**config.mk**
```make
export PLATFORM = sky130hd
export DESIGN_NAME = alu_decode_stage_flat
export DESIGN_NICKNAME = d
export VERILOG_FILES = /design/src/rtl/alu_decode_stage_pkg.sv /design/src/rtl/alu_decode_stage_if.sv /design/src/rtl/alu_decoder.sv /design/src/rtl/alu_decode_stage.sv /design/src/flat_wrapper.sv
export SDC_FILE = /design/constraint.sdc
export NUM_CORES = 1
export LEC_CHECK = 0
export ABC_AREA = 1
export CORE_MARGIN = 2
export CORE_UTILIZATION = 45
export DETAILED_ROUTE_END_ITERATION = 7
export PLACE_DENSITY = 0.71
export RECOVER_POWER = 50
export SLEW_MARGIN = 20
export SYNTH_ARGS = -nofsm -noshare
export SYNTH_HDL_FRONTEND = slang
export SYNTH_SLANG_ARGS = --single-unit
```
**constraint.sdc**
```tcl
create_clock -name clk -period 4.67 [get_ports clk]
set_input_delay 0.7005 -clock clk [delete_from_list [all_inputs] [get_ports clk]]
set_output_delay 0.7005 -clock clk [all_outputs]
set_load 0.005 [all_outputs]
```
**src/rtl/alu_decode_stage_pkg.sv**
```systemverilog
// ---------------------------------------------------------------------------
// alu_decode_stage_pkg
// Shared constants for the ALU decode stage and the ALU it feeds:
//   DEF_DATA_WIDTH / DEF_ALU_CNTR : default operand and control-code widths
//   aluOp_t                       : ALU operation code table
//   OPC_*                         : RV32I major opcodes understood by the decoder
//   occState_t                    : occupancy of the two-entry skid buffer
//   baseAluOp()                   : funct3 -> ALU op for the R-type/I-type ALU group
// ---------------------------------------------------------------------------
package alu_decode_stage_pkg;

    localparam int DEF_DATA_WIDTH = 32;
    localparam int DEF_ALU_CNTR   = 4;

    typedef enum logic [3:0] {
        ALU_ADD  = 4'b0000,
        ALU_SUB  = 4'b0001,
        ALU_OR   = 4'b0010,
        ALU_AND  = 4'b0011,
        ALU_XOR  = 4'b0100,
        ALU_SLL  = 4'b0101,
        ALU_SRL  = 4'b0110,
        ALU_SRA  = 4'b0111,
        ALU_SLT  = 4'b1000,
        ALU_SLTU = 4'b1001,
        ALU_EQ   = 4'b1010,
        ALU_GE   = 4'b1011,
        ALU_LT   = 4'b1100,
        ALU_NE   = 4'b1101,
        ALU_LTU  = 4'b1110,
        ALU_GEU  = 4'b1111
    } aluOp_t;

    localparam logic [6:0] OPC_RTYPE  = 7'b0110011;
    localparam logic [6:0] OPC_ITYPE  = 7'b0010011;
    localparam logic [6:0] OPC_LUI    = 7'b0110111;
    localparam logic [6:0] OPC_AUIPC  = 7'b0010111;
    localparam logic [6:0] OPC_LOAD   = 7'b0000011;
    localparam logic [6:0] OPC_STORE  = 7'b0100011;
    localparam logic [6:0] OPC_BRANCH = 7'b1100011;

    typedef enum logic [1:0] {
        OCC_EMPTY = 2'b00,
        OCC_MAIN  = 2'b01,
        OCC_BOTH  = 2'b10
    } occState_t;

    // The register and immediate ALU groups share one funct3 encoding; the
    // alternate bit selects SUB over ADD and SRA over SRL.
    function automatic aluOp_t baseAluOp(input logic [2:0] funct3, input logic alt);
        aluOp_t op;
        case (funct3)
            3'b000:  op = alt ? ALU_SUB : ALU_ADD;
            3'b001:  op = ALU_SLL;
            3'b010:  op = ALU_SLT;
            3'b011:  op = ALU_SLTU;
            3'b100:  op = ALU_XOR;
            3'b101:  op = alt ? ALU_SRA : ALU_SRL;
            3'b110:  op = ALU_OR;
            default: op = ALU_AND;
        endcase
        return op;
    endfunction

endpackage

```
**src/rtl/alu_decode_stage_if.sv**
```systemverilog
// ---------------------------------------------------------------------------
// alu_decode_stage_if
// Bundle of every signal between the decode stage, its producer and the ALU.
//   in_valid/in_ready   : input handshake
//   instr, pc, rs1_data, rs2_data : instruction bundle
//   flush               : discard buffered and incoming bundles
//   out_valid/out_ready : output handshake
//   s1, s2, alu_cntr, illegal : decoded bundle
//   issue_cnt           : count of completed output handshakes
// Modports: master = producer/consumer side, slave = the decode stage.
// ---------------------------------------------------------------------------
interface alu_decode_stage_if
    import alu_decode_stage_pkg::*;
#(
    parameter int DATA_WIDTH = DEF_DATA_WIDTH,
    parameter int ALU_CNTR   = DEF_ALU_CNTR
);

    logic                  in_valid;
    logic                  in_ready;
    logic [31:0]           instr;
    logic [DATA_WIDTH-1:0] pc;
    logic [DATA_WIDTH-1:0] rs1_data;
    logic [DATA_WIDTH-1:0] rs2_data;
    logic                  flush;
    logic                  out_valid;
    logic                  out_ready;
    logic [DATA_WIDTH-1:0] s1;
    logic [DATA_WIDTH-1:0] s2;
    logic [ALU_CNTR-1:0]   alu_cntr;
    logic                  illegal;
    logic [31:0]           issue_cnt;

    modport master (
        output in_valid, instr, pc, rs1_data, rs2_data, flush, out_ready,
        input  in_ready, out_valid, s1, s2, alu_cntr, illegal, issue_cnt
    );

    modport slave (
        input  in_valid, instr, pc, rs1_data, rs2_data, flush, out_ready,
        output in_ready, out_valid, s1, s2, alu_cntr, illegal, issue_cnt
    );

endinterface

```
**src/rtl/alu_decoder.sv**
```systemverilog
// ---------------------------------------------------------------------------
// alu_decoder
// Purely combinational RV32I decode of one instruction into ALU operands and
// an ALU operation code.
//   i_instr    : instruction word
//   i_pc       : instruction address (AUIPC operand)
//   i_rs1Data  : register-file read data, source 1
//   i_rs2Data  : register-file read data, source 2
//   o_s1, o_s2 : ALU operands
//   o_aluOp    : ALU operation code
//   o_illegal  : instruction cannot be decoded (operands forced to 0, op ADD)
// Build option: BRANCH_CMP_EN enables decoding of B-type compares; without it
// every branch is reported as illegal.
// ---------------------------------------------------------------------------
module alu_decoder
    import alu_decode_stage_pkg::*;
#(
    parameter int DATA_WIDTH = DEF_DATA_WIDTH
) (
    input  logic [31:0]           i_instr,
    input  logic [DATA_WIDTH-1:0] i_pc,
    input  logic [DATA_WIDTH-1:0] i_rs1Data,
    input  logic [DATA_WIDTH-1:0] i_rs2Data,
    output logic [DATA_WIDTH-1:0] o_s1,
    output logic [DATA_WIDTH-1:0] o_s2,
    output aluOp_t                o_aluOp,
    output logic                  o_illegal
);

    logic [6:0]            w_opcode;
    logic [2:0]            w_funct3;
    logic [6:0]            w_funct7;
    logic [DATA_WIDTH-1:0] w_immI;
    logic [DATA_WIDTH-1:0] w_immS;
    logic [DATA_WIDTH-1:0] w_immU;
    logic [DATA_WIDTH-1:0] w_shamt;
    logic                  w_unusedRsField;
    logic [DATA_WIDTH-1:0] w_s1;
    logic [DATA_WIDTH-1:0] w_s2;
    aluOp_t                w_op;
    logic                  w_illegal;

    // Field extraction and immediate formation; the register index field of
    // rs1 is not needed because its data arrives already read.
    assign w_opcode        = i_instr[6:0];
    assign w_funct3        = i_instr[14:12];
    assign w_funct7        = i_instr[31:25];
    assign w_immI          = DATA_WIDTH'($signed(i_instr[31:20]));
    assign w_immS          = DATA_WIDTH'($signed({i_instr[31:25], i_instr[11:7]}));
    assign w_immU          = DATA_WIDTH'($signed({i_instr[31:12], 12'b0}));
    assign w_shamt         = DATA_WIDTH'(i_instr[24:20]);
    assign w_unusedRsField = ^i_instr[19:15];

    // Main decode. Every path starts from the illegal-safe defaults, and any
    // path that flags the instruction illegal has its operands scrubbed at the
    // end so downstream never sees register data from a bad instruction.
    always_comb begin
        w_s1      = '0;
        w_s2      = '0;
        w_op      = ALU_ADD;
        w_illegal = 1'b0;
        case (w_opcode)
            OPC_RTYPE: begin
                w_s1 = i_rs1Data;
                w_s2 = i_rs2Data;
                if (w_funct7 == 7'b0000000) begin
                    w_op = baseAluOp(w_funct3, 1'b0);
                end else if (w_funct7 == 7'b0100000 &&
                             (w_funct3 == 3'b000 || w_funct3 == 3'b101)) begin
                    w_op = baseAluOp(w_funct3, 1'b1);
                end else begin
                    w_illegal = 1'b1;
                end
            end
            OPC_ITYPE: begin
                w_s1 = i_rs1Data;
                case (w_funct3)
                    3'b001: begin
                        w_s2 = w_shamt;
                        if (w_funct7 == 7'b0000000) w_op = ALU_SLL;
                        else                        w_illegal = 1'b1;
                    end
                    3'b101: begin
                        w_s2 = w_shamt;
                        if (w_funct7 == 7'b0000000)      w_op = ALU_SRL;
                        else if (w_funct7 == 7'b0100000) w_op = ALU_SRA;
                        else                             w_illegal = 1'b1;
                    end
                    default: begin
                        w_s2 = w_immI;
                        w_op = baseAluOp(w_funct3, 1'b0);
                    end
                endcase
            end
            OPC_LUI: begin
                w_s2 = w_immU;
            end
            OPC_AUIPC: begin
                w_s1 = i_pc;
                w_s2 = w_immU;
            end
            OPC_LOAD: begin
                w_s1 = i_rs1Data;
                w_s2 = w_immI;
            end
            OPC_STORE: begin
                w_s1 = i_rs1Data;
                w_s2 = w_immS;
            end
`ifdef BRANCH_CMP_EN
            OPC_BRANCH: begin
                w_s1 = i_rs1Data;
                w_s2 = i_rs2Data;
                case (w_funct3)
                    3'b000:  w_op = ALU_EQ;
                    3'b001:  w_op = ALU_NE;
                    3'b100:  w_op = ALU_LT;
                    3'b101:  w_op = ALU_GE;
                    3'b110:  w_op = ALU_LTU;
                    3'b111:  w_op = ALU_GEU;
                    default: w_illegal = 1'b1;
                endcase
            end
`endif
            default: begin
                w_illegal = 1'b1;
            end
        endcase
        if (w_illegal) begin
            w_s1 = '0;
            w_s2 = '0;
            w_op = ALU_ADD;
        end
    end

    assign o_s1      = w_s1;
    assign o_s2      = w_s2;
    assign o_aluOp   = w_op;
    assign o_illegal = w_illegal;

endmodule

```
**src/rtl/alu_decode_stage.sv**
```systemverilog
// ---------------------------------------------------------------------------
// alu_decode_stage
// Decodes an RV32I instruction bundle into ALU operands/control and presents
// it one cycle later through a two-entry (main + skid) buffer, so the stage
// runs at full throughput while in_ready comes straight from a flop.
// Ports:
//   clk    : clock, all state changes on the rising edge
//   rst_n  : asynchronous active-low reset
//   io_bus : alu_decode_stage_if.slave (handshakes, bundle, flush, outputs,
//            issue_cnt)
// Build option: BRANCH_CMP_EN enables B-type compare decoding in alu_decoder.
// ---------------------------------------------------------------------------
module alu_decode_stage
    import alu_decode_stage_pkg::*;
#(
    parameter int DATA_WIDTH = DEF_DATA_WIDTH,
    parameter int ALU_CNTR   = DEF_ALU_CNTR
) (
    input logic            clk,
    input logic            rst_n,
    alu_decode_stage_if.slave io_bus
);

    logic [DATA_WIDTH-1:0] w_decS1;
    logic [DATA_WIDTH-1:0] w_decS2;
    aluOp_t                w_decOp;
    logic                  w_decIllegal;

    occState_t             r_state;
    occState_t             w_nextState;
    logic                  w_loadMainFromIn;
    logic                  w_loadMainFromSkid;
    logic                  w_loadSkid;
    logic                  w_inReady;
    logic                  w_outValid;
    logic                  w_inFire;
    logic                  w_outFire;

    logic [DATA_WIDTH-1:0] r_mainS1;
    logic [DATA_WIDTH-1:0] r_mainS2;
    logic [ALU_CNTR-1:0]   r_mainOp;
    logic                  r_mainIllegal;
    logic [DATA_WIDTH-1:0] r_skidS1;
    logic [DATA_WIDTH-1:0] r_skidS2;
    logic [ALU_CNTR-1:0]   r_skidOp;
    logic                  r_skidIllegal;
    logic [31:0]           r_issueCnt;

    // Decode happens ahead of the buffer so both entries hold finished results.
    alu_decoder #(
        .DATA_WIDTH (DATA_WIDTH)
    ) u_decoder (
        .i_instr   (io_bus.instr),
        .i_pc      (io_bus.pc),
        .i_rs1Data (io_bus.rs1_data),
        .i_rs2Data (io_bus.rs2_data),
        .o_s1      (w_decS1),
        .o_s2      (w_decS2),
        .o_aluOp   (w_decOp),
        .o_illegal (w_decIllegal)
    );

    // Both handshake flags are decoded from the occupancy flop only, so
    // in_ready has no combinational path from out_ready or flush.
    assign w_inReady  = (r_state != OCC_BOTH);
    assign w_outValid = (r_state != OCC_EMPTY);
    assign w_inFire   = io_bus.in_valid && w_inReady && !io_bus.flush;
    assign w_outFire  = w_outValid && io_bus.out_ready;

    // Occupancy state register.
    always_ff @(posedge clk or negedge rst_n) begin
        if (!rst_n) begin
            r_state <= OCC_EMPTY;
        end else begin
            r_state <= w_nextState;
        end
    end

    // Next occupancy and entry load strobes. Flush beats everything; otherwise
    // a new bundle goes to main when main is empty or leaving this cycle, and
    // to skid only when main is stalled. When main leaves while skid is full
    // the skid entry slides forward, which keeps acceptance order.
    always_comb begin
        w_nextState        = r_state;
        w_loadMainFromIn   = 1'b0;
        w_loadMainFromSkid = 1'b0;
        w_loadSkid         = 1'b0;
        if (io_bus.flush) begin
            w_nextState = OCC_EMPTY;
        end else begin
            case (r_state)
                OCC_EMPTY: begin
                    if (w_inFire) begin
                        w_nextState      = OCC_MAIN;
                        w_loadMainFromIn = 1'b1;
                    end
                end
                OCC_MAIN: begin
                    case ({w_outFire, w_inFire})
                        2'b11: w_loadMainFromIn = 1'b1;
                        2'b10: w_nextState      = OCC_EMPTY;
                        2'b01: begin
                            w_nextState = OCC_BOTH;
                            w_loadSkid  = 1'b1;
                        end
                        default: ;
                    endcase
                end
                OCC_BOTH: begin
                    if (w_outFire) begin
                        w_nextState        = OCC_MAIN;
                        w_loadMainFromSkid = 1'b1;
                    end
                end
                default: begin
                    w_nextState = OCC_EMPTY;
                end
            endcase
        end
    end

    // Main entry data. It is only written on a load strobe, so a stalled
    // output keeps every field stable.
    always_ff @(posedge clk or negedge rst_n) begin
        if (!rst_n) begin
            r_mainS1      <= '0;
            r_mainS2      <= '0;
            r_mainOp      <= '0;
            r_mainIllegal <= 1'b0;
        end else if (w_loadMainFromIn) begin
            r_mainS1      <= w_decS1;
            r_mainS2      <= w_decS2;
            r_mainOp      <= ALU_CNTR'(w_decOp);
            r_mainIllegal <= w_decIllegal;
        end else if (w_loadMainFromSkid) begin
            r_mainS1      <= r_skidS1;
            r_mainS2      <= r_skidS2;
            r_mainOp      <= r_skidOp;
            r_mainIllegal <= r_skidIllegal;
        end
    end

    // Skid entry data, captured only when main is stalled and a bundle arrives.
    always_ff @(posedge clk or negedge rst_n) begin
        if (!rst_n) begin
            r_skidS1      <= '0;
            r_skidS2      <= '0;
            r_skidOp      <= '0;
            r_skidIllegal <= 1'b0;
        end else if (w_loadSkid) begin
            r_skidS1      <= w_decS1;
            r_skidS2      <= w_decS2;
            r_skidOp      <= ALU_CNTR'(w_decOp);
            r_skidIllegal <= w_decIllegal;
        end
    end

    // Issue counter. A handshake completed in a flush cycle still counts,
    // since the consumer really took that bundle; wraps naturally at 2^32.
    always_ff @(posedge clk or negedge rst_n) begin
        if (!rst_n) begin
            r_issueCnt <= '0;
        end else if (w_outFire) begin
            r_issueCnt <= r_issueCnt + 32'd1;
        end
    end

    assign io_bus.in_ready  = w_inReady;
    assign io_bus.out_valid = w_outValid;
    assign io_bus.s1        = r_mainS1;
    assign io_bus.s2        = r_mainS2;
    assign io_bus.alu_cntr  = r_mainOp;
    assign io_bus.illegal   = r_mainIllegal;
    assign io_bus.issue_cnt = r_issueCnt;

endmodule

```
**src/flat_wrapper.sv**
```systemverilog
// flat-port wrapper written by rule: the top's interface ports become plain ports
module alu_decode_stage_flat import alu_decode_stage_pkg::*;
#(
    parameter int DATA_WIDTH = DEF_DATA_WIDTH,
    parameter int ALU_CNTR   = DEF_ALU_CNTR
)
  (clk, rst_n, io_bus_in_valid, io_bus_instr, io_bus_pc, io_bus_rs1_data, io_bus_rs2_data, io_bus_flush, io_bus_out_ready, io_bus_in_ready, io_bus_out_valid, io_bus_s1, io_bus_s2, io_bus_alu_cntr, io_bus_illegal, io_bus_issue_cnt);
  alu_decode_stage_if #(.DATA_WIDTH(DATA_WIDTH), .ALU_CNTR(ALU_CNTR)) io_bus_i ();
  input logic clk;
  input logic rst_n;
  input wire logic [$bits(io_bus_i.in_valid)-1:0] io_bus_in_valid;
  input wire logic [$bits(io_bus_i.instr)-1:0] io_bus_instr;
  input wire logic [$bits(io_bus_i.pc)-1:0] io_bus_pc;
  input wire logic [$bits(io_bus_i.rs1_data)-1:0] io_bus_rs1_data;
  input wire logic [$bits(io_bus_i.rs2_data)-1:0] io_bus_rs2_data;
  input wire logic [$bits(io_bus_i.flush)-1:0] io_bus_flush;
  input wire logic [$bits(io_bus_i.out_ready)-1:0] io_bus_out_ready;
  output wire logic [$bits(io_bus_i.in_ready)-1:0] io_bus_in_ready;
  output wire logic [$bits(io_bus_i.out_valid)-1:0] io_bus_out_valid;
  output wire logic [$bits(io_bus_i.s1)-1:0] io_bus_s1;
  output wire logic [$bits(io_bus_i.s2)-1:0] io_bus_s2;
  output wire logic [$bits(io_bus_i.alu_cntr)-1:0] io_bus_alu_cntr;
  output wire logic [$bits(io_bus_i.illegal)-1:0] io_bus_illegal;
  output wire logic [$bits(io_bus_i.issue_cnt)-1:0] io_bus_issue_cnt;
  assign io_bus_i.in_valid = io_bus_in_valid;
  assign io_bus_i.instr = io_bus_instr;
  assign io_bus_i.pc = io_bus_pc;
  assign io_bus_i.rs1_data = io_bus_rs1_data;
  assign io_bus_i.rs2_data = io_bus_rs2_data;
  assign io_bus_i.flush = io_bus_flush;
  assign io_bus_i.out_ready = io_bus_out_ready;
  assign io_bus_in_ready = io_bus_i.in_ready;
  assign io_bus_out_valid = io_bus_i.out_valid;
  assign io_bus_s1 = io_bus_i.s1;
  assign io_bus_s2 = io_bus_i.s2;
  assign io_bus_alu_cntr = io_bus_i.alu_cntr;
  assign io_bus_illegal = io_bus_i.illegal;
  assign io_bus_issue_cnt = io_bus_i.issue_cnt;
  alu_decode_stage #(.DATA_WIDTH(DATA_WIDTH), .ALU_CNTR(ALU_CNTR)) u_core (.clk(clk), .rst_n(rst_n), .io_bus(io_bus_i));
endmodule
```
**Yosys cells after proc, flatten, opt, wreduce, memory -nomap -nowiden**

Cells that the tools add are included.

- Flip-flop bits (word level): 172
- Latch bits: 0
- RAM bits: 0
- Memory bits (read-only): 0
- Input bits: 133
- Output and inout port bits: 103
- Memories: 0

- $add $sub $neg: 1
- Multiply operators: 0
- Divide/modulo/power cells: 0
- Order comparisons: 0
- Equality and inequality tests: 22
- Shift-type cells: 0
- Mux-type cells: 46
- Bitwise logic cells: 0
- Reduce and logical (&&, ||, !) cells: 16

Operators with widths:

| operator | number |
|---|---|
| $mux W32 | 7 |
| $pmux W32 S5 | 1 |
| $pmux W32 S2 | 1 |
| $pmux W4 S7 | 2 |
| $add A32 B1 Y32 const B | 1 |
| $eq A7 B6 Y1 const B | 4 |
| $mux W4 | 5 |
| $pmux W4 S5 | 1 |
| $mux W1 | 16 |
| $pmux W4 S2 | 2 |
| $eq A7 B5 Y1 const B | 2 |
| $eq A3 B3 Y1 const B | 3 |
| $mux W3 | 3 |
| $reduce_or A4 Y1 | 2 |
| $eq A7 B2 Y1 const B | 1 |
| $logic_not A7 Y1 | 1 |
| $eq A2 B2 Y1 const B | 3 |
| $eq A3 B2 Y1 const B | 2 |
| $mux W2 | 3 |
| $ne A3 B2 Y1 const B | 2 |
| $pmux W2 S3 | 1 |
| $eq A2 B1 Y1 const B | 2 |
| $logic_and A1 B1 Y1 | 4 |
| $ne A4 B3 Y1 const B | 1 |
| other kinds (12) | 15 |

**Longest topological paths before layout**

- Depth in word-level cells: 8
- Mapped depth: 11
- Gate-level depth less buffers: 11

**Cells and area by module**

A second synthesis with hierarchy kept.

- Cells, all modules: 1190
- Area, all modules: 9534.1 um^2

Modules (own cells, without submodules):

| module | times used | cells an instance | area each (um^2) |
|---|---|---|---|
| alu_decode_stage | 1 | 749 | 7597.3 |
| alu_decoder | 1 | 441 | 1936.9 |

**Worst setup path before layout**

OpenSTA, ideal clock, no wires.

- Path kind: input to register
- Start point: input io_bus_instr[1]
- End point: register u_core.r_skidS2[28]
- Setup time: 119 ps
- Arrival time: 1761 ps
- Required time: 4551 ps
- Slack: 2790 ps
- Stages on the path: 9
- Buffers on the path: 2
- Cells stage by stage: nand2_1 nor2_4 nand2_2 nor2_1 nand2_1 buf_2 buf_2 nand4_1 nand2_1

- Longest elaborated chain between the ends: 4
- Elaborated cells between the ends (all ways): 11

Ends and longest elaborated chain:

| what | RTL line | source |
|---|---|---|
| start, declared | flat_wrapper.sv:12 | `input wire logic [$bits(io_bus_i.instr)-1:0] io_bus_instr;` |
| $eq A7 B6 Y1, or another cell as far along | alu_decoder.sv:62 | `case (w_opcode)` |
| $reduce_or A4 Y1 (no line) or $reduce_or A2 Y1 (tied branches) | -- |  |
| $pmux W1 S3 or $pmux W32 S5 (tied branches) | alu_decoder.sv:62 |  |
| $mux W32 (*) | alu_decoder.sv:129 | `if (w_illegal) begin` |
| end signal, assigned | alu_decode_stage.sv:152 | `r_skidS2 <= w_decS2;` |
| end, declared | alu_decode_stage.sv:44 | `logic [DATA_WIDTH-1:0] r_skidS2;` |

Mark *: on every way between the ends. The rest lies on a longest branch, timed or not.
A chain may end at the register's enable or synchronous reset.

**Worst setup path after layout**

- Start point: input io_bus_out_ready
- End point: register u_core.r_issueCnt[17], in the netlist u_core.io_bus.issue_cnt[17]

- Longest elaborated chain between the ends: 1

Ends and longest elaborated chain:

| what | RTL line | source |
|---|---|---|
| start, declared | flat_wrapper.sv:17 | `input wire logic [$bits(io_bus_i.out_ready)-1:0] io_bus_out_ready;` |
| $logic_and A1 B1 Y1 | alu_decode_stage.sv:68 | `assign w_outFire = w_outValid && io_bus.out_ready;` |
| end signal, assigned | alu_decode_stage.sv:164 | `r_issueCnt <= r_issueCnt + 32'd1;` |
| end, declared | alu_decode_stage.sv:47 | `logic [31:0] r_issueCnt;` |

No other way between the ends.

==> results.json <==
{
  "post-place-cells": 1938,
  "grt_pass1_wl_um": 48900,
  "fin_nets": 1811,
  "cts.htree.levels": 4,
  "timing.critical_path.from": "io_bus_out_ready",
  "wl_per_cell_um": 15.2,
  "grt_setup_unrepaired": "no",
  "start_kind": "input port",
  "r2r_slack_ns": 1.68,
  "timing_max_transition_violations_final": 105,
  "cts.root.buffer_cell": "sky130_fd_sc_hd__clkbuf_16",
  "route.vias.total": 10155,
  "avgViaCountPerCell": 5.16,
  "ys_seq_area_share_pct": 42.6,
  "max_cap_viol_count": 1,
  "pwr_density_cell_mw_per_mm2": 260,
  "x_dimension_of_the_die_um": 154,
  "fin_hold_ws_ns": 0.468,
  "ys_ff_latch": 172,
  "grt_pass1_vias": 9835,
  "postRouteWirelength_um": 29900,
  "area_delta_synth_final_pct": 29.9,
  "final_common_cell": "sky130_fd_sc_hd__nand2_1",
  "leakagePower_nw": 6.54,
  "die_h_um": 154,
  "cts_tree": "built",
  "yosys_warning_total": 0,
  "worst_ep_arrival_time_ns": 3.76,
  "synth.cell_area_mm2": 0.0101,
  "io_pins": 236,
  "antenna_found_initial": 0,
  "cts.clk_slew.worst_paths_ns": 0.07,
  "post-cts-setup-buffer-count": 0,
  "drive_above_1_share_pct": 4.14,
  "number_of_remaining_drc_errors": 0,
  "detailedPlace.worstSlack_ns": 1.39,
  "startpoint_of_the_lowest_slack_register_to_register_path": "u_core.r_state[0]$_DFFE_PN0P_",
  "firstDrtPassIters": 5,
  "drtAntennaViolNets": 0,
  "hold_path.class": "reg2reg",
  "layout.cells.most_common_list": "sky130_fd_sc_hd__nand2_1 (617), sky130_fd_sc_hd__inv_1 (200), sky130_fd_sc_hd__clkdlybuf4s50_1 (193)",
  "reg2reg_to": "u_core.io_bus.issue_cnt[17]$_DFFE_PN0P_",
  "finClkSkew_ns": 0.00890,
  "failed_checks": "max-capacitance violations, max-slew violations",
  "first_iter_violations": 744,
  "grt_use_total_pct": 25.3,
  "setup.worst_path.end_class": "flop",
  "clkSinkCount": 172,
  "place_hpwl_um": 20300,
  "mappedNetlistNets": 1623,
  "finalHoldViolations": 0,
  "netlist-cell-type-count": 28,
  "pin_count_of_the_biggest_net_entering_global_routing": 106,
  "cts-buffers-inserted": 17,
  "share_of_the_core_filled_with_cells_pct": 59.8,
  "period_needed_ns": 3.45,
  "layout_setup_ws_ns": 1.22,
  "run_status": "complete, but fails checks",
  "cts_resized": 0,
  "io_buffers": 235,
  "holdBufCountCts": 0,
  "clock_buffer_depth": 2,
  "clock_insertion_delay_worst_skew_ns": 0.42,
  "std_cell_rows": 54,
  "worst-slew-pin-transition_ns": 2.71,
  "report.final.setup_viol": 0,
  "period_share_pct": 73.9,
  "syn_avg_cell_area_um2": 6.78,
  "design.core.area_mm2": 0.0220,
  "slew_headroom_pct": -80.5,
  "worst-r2r-cell-count": 6,
  "syn_inst": 1489,
  "gp_congestion": 0.931,
  "critPathRequiredTime_ns": 4.98,
  "setup-tns-final_ns": 0,
  "critPathMaxFanout": 19,
  "num_antenna_cells": 0,
  "timing_worst_setup_path_type": "in2reg",
  "grt_overflow_total": 0,
  "design.die.area_mm2": 0.0237,
  "critPathCapture": "u_core.io_bus.issue_cnt[17]$_DFFE_PN0P_",
  "max_vdd_drop_uv": 235,
  "initial_utilization_pct": 46.0,
  "clock.fmax_mhz": 290,
  "post_layout_nonfiller_instances": 1969
}
report_power, final:
part | switching [mW] | internal, mW | leakage [nW]
sequential | 0.0436 | 1.52 | 2.37
clock | 0.631 | 0.807 | 0.274
combinational | 0.218 | 0.193 | 3.90
total | 0.893 | 2.52 | 6.54
Yosys cell counts (all sizes together):
| cell | n | area (um2) |
|---|---|---|
| o31ai | 1 | 7.51 |
| nand3 | 84 | 425 |
| buf | 50 | 318 |
| nor3 | 16 | 85.1 |
| inv | 208 | 781 |
| nand3b | 5 | 37.5 |
| and2 | 1 | 6.26 |
| o21ai | 76 | 380 |
| o211ai | 1 | 7.51 |
| xnor2 | 4 | 35.0 |
| dfrtp | 172 | 4300 |
| nor2 | 70 | 293 |
| ha | 1 | 12.5 |
| clkbuf | 34 | 129 |
| xor2 | 14 | 123 |
| nand4 | 131 | 820 |
| nand2 | 621 | 2340 |
kinds of logic after synthesis:
kind of cell | synth area share (%)
xor+xnor | 1.56
buf+inv | 12.2
simple gates | 39.6
flops | 42.6
fa+ha+maj | 0.124
compound gates | 3.91
worst min-delay path by stage:
stage | start | to | depth (start not counted)
6_report | u_core.io_bus.issue_cnt[31]$_DFFE_PN0P_ | u_core.io_bus.issue_cnt[31]$_DFFE_PN0P_ | 1
3_5_place_dp | u_core.r_skidS2[8]$_DFFE_PN0P_ | u_core.r_skidS2[8]$_DFFE_PN0P_ | 2
5_1_grt | u_core.io_bus.issue_cnt[31]$_DFFE_PN0P_ | u_core.io_bus.issue_cnt[31]$_DFFE_PN0P_ | 1
2_1_floorplan | rst_n | u_core.io_bus.alu_cntr[0]$_DFFE_PN0P_ | 0
4_1_cts | rst_n | u_core.io_bus.issue_cnt[6]$_DFFE_PN0P_ | 1
3_3_place_gp | u_core.io_bus.issue_cnt[31]$_DFFE_PN0P_ | u_core.io_bus.issue_cnt[31]$_DFFE_PN0P_ | 1
worst max-delay path, cell delays in order:
cell                            delay (ns)
sky130_fd_sc_hd__dlygate4sd3_1        0.59
sky130_fd_sc_hd__inv_1                0.10
sky130_fd_sc_hd__nor2_1               1.00
sky130_fd_sc_hd__inv_1                0.67
sky130_fd_sc_hd__nor3_2               0.40
sky130_fd_sc_hd__nand3_1              0.13
sky130_fd_sc_hd__xnor2_1              0.14
state kept, by name, indices dropped and copies added, names as in the netlist:
| name | count |
|---|---|
| u_core.r_skidS1 | 32 |
| u_core.r_skidOp | 4 |
| u_core.io_bus.alu_cntr | 4 |
| u_core.io_bus.illegal | 1 |
| u_core.r_state | 2 |
| u_core.io_bus.s2 | 32 |
| u_core.r_skidS2 | 32 |
| u_core.r_skidIllegal | 1 |
| u_core.io_bus.s1 | 32 |
| u_core.io_bus.issue_cnt | 32 |
layer usage:
metal	wire [um]	track usage, %
met1	13100	33.1
met2	14400	43.2
met3	1880	4.96
met4	467	6.99
met5	0	0
final cells by class:
class	count	area [um2]
Clock buffer	19	443
Clock inverter	12	138
Fill cell	2059	8830
Inverter	208	781
Multi-Input combinational cell	1025	4590
Sequential cell	172	4300
Tap cell	280	350
Timing Repair Buffer	253	2520
stage by stage:
stage                     area (um2)  power (mW)
after floorplan                10100        1.74
after global placement         12600        2.00
after detailed placement       12600        2.01
after CTS                      13100        3.45
after global routing           13100        3.54
final                          13100        3.42
Power figures use the tool's default switching activity.
